===== config.mk =====
export PLATFORM = sky130hd
export DESIGN_NAME = mem_arbiter
export DESIGN_NICKNAME = d
export VERILOG_FILES = /design/src/rtl/mem_arbiter.sv
export SDC_FILE = /design/constraint.sdc
export NUM_CORES = 1
export LEC_CHECK = 0
export ABC_CLOCK_PERIOD_IN_PS = 2100
export CORE_ASPECT_RATIO = 0.6
export CORE_UTILIZATION = 30
export CTS_CLUSTER_DIAMETER = 30
export DETAILED_ROUTE_END_ITERATION = 8
export PLACE_DENSITY_LB_ADDON = 0.1
export SLEW_MARGIN = 20
export SYNTH_ARGS = -nofsm -noshare
export SYNTH_HDL_FRONTEND = slang
export SYNTH_SLANG_ARGS = --single-unit

===== constraint.sdc =====
create_clock -name clk -period 2.1 [get_ports clk]
set_clock_uncertainty 0.15 [all_clocks]
set_input_delay 0.315 -clock clk [delete_from_list [all_inputs] [get_ports clk]]
set_output_delay 0.315 -clock clk [all_outputs]
set_load 0.005 [all_outputs]

===== src/rtl/mem_arbiter.sv =====
// mem_arbiter: shares one memory port between instruction fetch and data
// load/store traffic. One transaction in flight at a time; data has priority
// over fetch, except when data has been granted MAX_STREAK times in a row
// while a fetch was waiting.
module mem_arbiter #(
    parameter int ADDR_W     = 32,
    parameter int DATA_W     = 32,
    parameter int LATENCY    = 2,
    parameter int MAX_STREAK = 4
) (
    input  logic              clk,
    input  logic              _reset,
    input  logic              fetch_req,
    input  logic [ADDR_W-1:0] fetch_addr,
    output logic [DATA_W-1:0] fetch_data,
    output logic              fetch_valid,
    input  logic              data_req,
    input  logic              data_we,
    input  logic [ADDR_W-1:0] data_addr,
    input  logic [DATA_W-1:0] data_wdata,
    output logic [DATA_W-1:0] data_rdata,
    output logic              data_valid,
    output logic              mem_en,
    output logic              mem_we,
    output logic [ADDR_W-1:0] mem_addr,
    output logic [DATA_W-1:0] mem_wdata,
    input  logic [DATA_W-1:0] mem_rdata,
    output logic              busy
);

    typedef enum logic [1:0] {
        ST_IDLE  = 2'd0,
        ST_ISSUE = 2'd1,
        ST_WAIT  = 2'd2,
        ST_DONE  = 2'd3
    } state_t;

    localparam logic [3:0] LAT_M1     = 4'(LATENCY - 1);
    localparam logic [3:0] STREAK_MAX = 4'(MAX_STREAK);
    localparam logic       LAT_GT1    = (LATENCY > 1) ? 1'b1 : 1'b0;

    state_t              state_r, state_s;
    logic [3:0]          wcnt_r, wcnt_s;
    logic [3:0]          streak_r, streak_s;
    logic                owner_data_r, owner_data_s;
    logic [ADDR_W-1:0]   mem_addr_r, mem_addr_s;
    logic                mem_we_r, mem_we_s;
    logic [DATA_W-1:0]   mem_wdata_r, mem_wdata_s;
    logic                mem_en_r, fetch_valid_r, data_valid_r, busy_r;
    logic                grant_data_s;

    // Data wins unless the streak limit is reached with a fetch waiting.
    always_comb begin
        grant_data_s = data_req && !((streak_r == STREAK_MAX) && fetch_req);
    end

    // Next-state, counters, owner and memory-side request capture.
    always_comb begin
        state_s      = state_r;
        wcnt_s       = wcnt_r;
        streak_s     = streak_r;
        owner_data_s = owner_data_r;
        mem_addr_s   = mem_addr_r;
        mem_we_s     = mem_we_r;
        mem_wdata_s  = mem_wdata_r;
        case (state_r)
            ST_IDLE: begin
                if (fetch_req || data_req) begin
                    state_s      = ST_ISSUE;
                    owner_data_s = grant_data_s;
                    if (grant_data_s) begin
                        mem_addr_s  = data_addr;
                        mem_we_s    = data_we;
                        mem_wdata_s = data_wdata;
                        if (fetch_req) begin
                            streak_s = (streak_r < STREAK_MAX) ? (streak_r + 4'd1) : STREAK_MAX;
                        end else begin
                            streak_s = 4'd0;
                        end
                    end else begin
                        mem_addr_s  = fetch_addr;
                        mem_we_s    = 1'b0;
                        mem_wdata_s = {DATA_W{1'b0}};
                        streak_s    = 4'd0;
                    end
                end else begin
                    state_s = ST_IDLE;
                end
            end
            ST_ISSUE: begin
                wcnt_s = LAT_M1;
                if (LAT_GT1) begin
                    state_s = ST_WAIT;
                end else begin
                    state_s = ST_DONE;
                end
            end
            ST_WAIT: begin
                wcnt_s = wcnt_r - 4'd1;
                if (wcnt_r <= 4'd1) begin
                    state_s = ST_DONE;
                end else begin
                    state_s = ST_WAIT;
                end
            end
            ST_DONE: begin
                state_s = ST_IDLE;
            end
            default: begin
                state_s = ST_IDLE;
            end
        endcase
    end

    // State, counters, captured request and decoded outputs, all registered.
    always_ff @(posedge clk or negedge _reset) begin
        if (!_reset) begin
            state_r       <= ST_IDLE;
            wcnt_r        <= 4'd0;
            streak_r      <= 4'd0;
            owner_data_r  <= 1'b0;
            mem_addr_r    <= {ADDR_W{1'b0}};
            mem_we_r      <= 1'b0;
            mem_wdata_r   <= {DATA_W{1'b0}};
            mem_en_r      <= 1'b0;
            fetch_valid_r <= 1'b0;
            data_valid_r  <= 1'b0;
            busy_r        <= 1'b0;
        end else begin
            state_r       <= state_s;
            wcnt_r        <= wcnt_s;
            streak_r      <= streak_s;
            owner_data_r  <= owner_data_s;
            mem_addr_r    <= mem_addr_s;
            mem_we_r      <= mem_we_s;
            mem_wdata_r   <= mem_wdata_s;
            mem_en_r      <= (state_s == ST_ISSUE);
            fetch_valid_r <= (state_s == ST_DONE) && !owner_data_s;
            data_valid_r  <= (state_s == ST_DONE) && owner_data_s;
            busy_r        <= (state_s != ST_IDLE);
        end
    end

    // Read data passes straight from memory to the owner in its valid cycle.
    always_comb begin
        if (fetch_valid_r) begin
            fetch_data = mem_rdata;
        end else begin
            fetch_data = {DATA_W{1'b0}};
        end
        if (data_valid_r) begin
            data_rdata = mem_rdata;
        end else begin
            data_rdata = {DATA_W{1'b0}};
        end
    end

    assign mem_en      = mem_en_r;
    assign mem_we      = mem_we_r;
    assign mem_addr    = mem_addr_r;
    assign mem_wdata   = mem_wdata_r;
    assign fetch_valid = fetch_valid_r;
    assign data_valid  = data_valid_r;
    assign busy        = busy_r;

endmodule


==> impl_metrics.py <==
metrics = {
    "place": {
        "routabilityCongestion": 0.800,
        "dp_hpwl_um": 10400,
        "portBuffers": 265,
        "dp.cells": 896,
    },
    "timing": {
        "finalCritPeriodShare": 0.971,
        "slew_viol_final": 0,
        "finalHoldViolations": 0,
        "relSlewSlack": 0.591,
        "setup_violations": 0,
        "tightest_slew_ns": 0.614,
        "fmax_mhz": 490,
        "hold-worst-slack_ns": 0.329,
        "fin_crit_ns": 2.04,
    },
    "synth": {
        "ys_types": 30,
        "synth_seq_cells": 80,
        "syn_area_per_cell_um2": 9.11,
        "syn-num-nets": 601,
        "synthesis.area_um2": 4200,
        "yosysWarnings": 0,
        "synthCells": 461,
        "yosysSeqAreaShare": 0.476,
    },
    "floorplan": {
        "initial_core_util": 0.307,
        "row_count": 33,
        "ios": 266,
        "core_um2": 13700,
        "die_h_um": 93.7,
        "die_w_um": 155,
        "die_area_um2": 14500,
    },
    "critical_path": {
        "arrival_ns": 1.57,
        "max_stage_delay_ns": 0.50,
        "cp.required_ns": 1.63,
        "path_max_fanout": 33,
        "ff2ff_setup_slack_ns": 0.19,
        "startpoint": "data_valid",
        "crit_path_cell_trace": "buf_8 > and2_1 > clkdlybuf4s50_1",
        "cp_slowest_cell": "clkdlybuf4s50_1",
        "timing.rr.start": "state_r[0]",
        "rr_worst_depth": 5,
        "worstSetupPathType": "register to output pin",
        "cp-start-kind": "register",
        "rr_endpoint": "data_valid",
        "critPathCaptureType": "output pin",
    },
    "power_and_ir_drop": {
        "p_seq_frac": 0.301,
        "vdd_ir_drop_max_mv": 0.565,
        "p_leak_nw": 3.09,
        "power_frac_comb": 0.512,
        "intPower_mw": 5.58,
        "swShare": 0.344,
        "pwr-share-clk": 0.187,
        "cellPowerDensity_nw_per_um2": 1140,
        "p_switching_mw": 2.93,
    },
    "layout": {
        "syn_to_final_growth_pct": 77.0,
        "nets": 856,
        "seqCellArea_um2": 2000,
        "multi_input_area_um2": 1990,
        "nFillCells": 1219,
        "layout-drive-gt1-share": 0.0999,
        "num_antenna_cells": 0,
        "layout.cells.non_filler": 913,
    },
    "clocking": {
        "h-tree-depth": 3,
        "clk_path_buf_depth": 2,
        "insertion_delay_ns": 0.32,
        "tritoncts": "built",
        "cts_sinks": 80,
        "cts_root_buffer": "clkbuf_16",
        "cts_buffers": 9,
        "cts_setup_buffers": 0,
        "clkTransAtPathRegs_ns": 0.06,
    },
    "route": {
        "viasPerCell": 4.66,
        "drtIter0Drc": 195,
        "postRouteAntennaNets": 0,
        "vias": 4257,
        "drt_pass1_iterations": 4,
        "drc": 0,
        "wl_um": 14200,
        "wl_per_cell_um": 15.5,
    },
    "worst_hold_path": {
        "hp-class": "register to register",
        "holdPathStages": 2,
        "min_from": "mem_wdata[10]",
        "min_to": "mem_wdata[10]",
    },
    "job": {
        "maxCapViolCount": 0,
    },
    "global_routing": {
        "grt_pass1_wl_um": 22300,
        "grt_start_max_net_pins": 47,
        "grt-ovfl-total": 0,
        "grt_pass1_vias": 4190,
        "grt_util_all_layers": 0.197,
        "antenna_found_initial": 0,
    },
    "run_status": {
        "outcome": "finished clean",
    },
}
worst max path at each step:
stage                           to  slack [ns]  depth (start not counted)
finish              data_rdata[15]        0.06                          3
global route        data_rdata[15]      -0.006                          3
CTS                 data_rdata[15]        0.04                          3
detailed placement    mem_addr[18]        0.08                          5
global placement       mem_addr[0]        0.13                          5
floorplan               data_valid        0.39                          5
registers in the layout, indices dropped and copies added (netlist names):
signal / flops
mem_wdata: 32
mem_we: 1
data_valid: 1
mem_en: 1
busy: 1
wcnt_r: 4
streak_r: 4
fetch_valid: 1
state_r: 2
owner_data_r: 1
mem_addr: 32
power groups by stage:
stage          sequential (mW)  combinational [mW]  clock (mW)
5_1_grt                   2.64                4.77        1.71
3_3_place_gp              2.57                4.28           0
6_report                  2.56                4.35        1.59
4_1_cts                   2.56                4.39        1.65
3_5_place_dp              2.56                4.38           0
2_1_floorplan             2.57                1.88           0
metal layers:
metal,track usage,part of all wire
met1,0.267,0.46
met2,0.313,0.47
met3,0.0581,0.067
met4,0.0380,0.0047
met5,0,0
timing repair:
action | 4_1_cts | 5_1_grt
cloned | 0 | 0
resized for setup | 2 | 3
hold buffers | 1 | 0
setup endpoints to repair | 15 | 6
hold endpoints to repair | 45 | 0
cell usage after synthesis:
cell / number / area (um2)
o21a_1: 2 / 15.0
and2_1: 66 / 413
o2111ai_1: 1 / 8.76
dfrtp_1: 80 / 2000
or2b_1: 1 / 7.51
nor3b_2: 1 / 12.5
ha_1: 7 / 87.6
o21ai_0: 37 / 185
a32o_1: 1 / 10.0
o211ai_1: 2 / 15.0
nand3b_1: 3 / 22.5
or4b_1: 1 / 10.0
nand2_1: 133 / 499
inv_1: 9 / 33.8
nor2_1: 4 / 15.0
a22o_1: 2 / 17.5
nor3_1: 2 / 10.0
mux2_2: 2 / 22.5
o2bb2ai_1: 1 / 8.76
clkbuf_1: 23 / 86.3
nand4b_2: 1 / 15.0
buf_1: 3 / 11.3
and3b_1: 1 / 8.76
a21oi_1: 1 / 5.00
buf_6: 4 / 45.0
buf_2: 9 / 45.0
and4_1: 1 / 8.76
nand4_1: 32 / 200
o211ai_2: 30 / 375
o21ai_1: 1 / 5.00
cells in the final DEF, fill, tap and decap left out, types with 2 or more instances in the layout:
| cell type | n |
|---|---|
| mux2_2 | 2 |
| clkinv_2 | 2 |
| clkdlybuf4s50_1 | 263 |
| and2_1 | 65 |
| clkbuf_16 | 9 |
| nor3_1 | 2 |
| buf_12 | 6 |
| o21ai_0 | 37 |
| nand2_1 | 133 |
| nand3b_1 | 3 |
| buf_4 | 11 |
| nand4_1 | 32 |
| ha_1 | 7 |
| o211ai_2 | 30 |
| dfrtp_1 | 80 |
| inv_1 | 9 |
| o211ai_1 | 2 |
| clkinv_4 | 2 |
| nor2_1 | 4 |
| a22o_1 | 2 |
through the flow:
| stage | cell area (um2) | TNS, ns | utilization | power, mW | worst slack [ns] |
|---|---|---|---|---|---|
| after global routing | 7440 | -0.00649 | 0.544 | 9.12 | -0.00649 |
| after CTS | 7430 | 0 | 0.543 | 8.60 | 0.0382 |
| after detailed placement | 7100 | 0 | 0.520 | 6.94 | 0.0806 |
| final | 7440 | 0 | 0.544 | 8.50 | 0.0601 |
| after global placement | 7100 | 0 | 0.520 | 6.84 | 0.133 |
| after floorplan | 4200 | 0 | - | 4.46 | 0.392 |
layout make-up:
| cell class | instances | share of cell area |
|---|---|---|
| clock buffer | 10 | 0.0321 |
| clock inverter | 6 | 0.00892 |
| inverter | 9 | 0.00454 |
| multi-input combinational | 333 | 0.268 |
| sequential | 80 | 0.269 |
| tap | 192 | 0.0323 |
| timing repair buffer | 283 | 0.385 |
kinds of logic (layout without fill, tap and decap cells):
logic type / after synthesis / in the layout / share of synthesized area
and+or+nand+nor: 246 / 246 / 0.291
AOI/OAI and AO/OA: 78 / 78 / 0.154
buffers and inverters: 48 / 308 / 0.0527
muxes: 2 / 2 / 0.00536
adders and majority gates: 7 / 7 / 0.0208
DFF: 80 / 80 / 0.476
worst max-delay path: cells and delay by family, from the launching register on:
family | cells | cell delay [ns]
buf+inv | 2 | 0.70
flops | 1 | 0.36
simple gates | 1 | 0.18
Note: power is estimated with default switching activity, not from simulation.
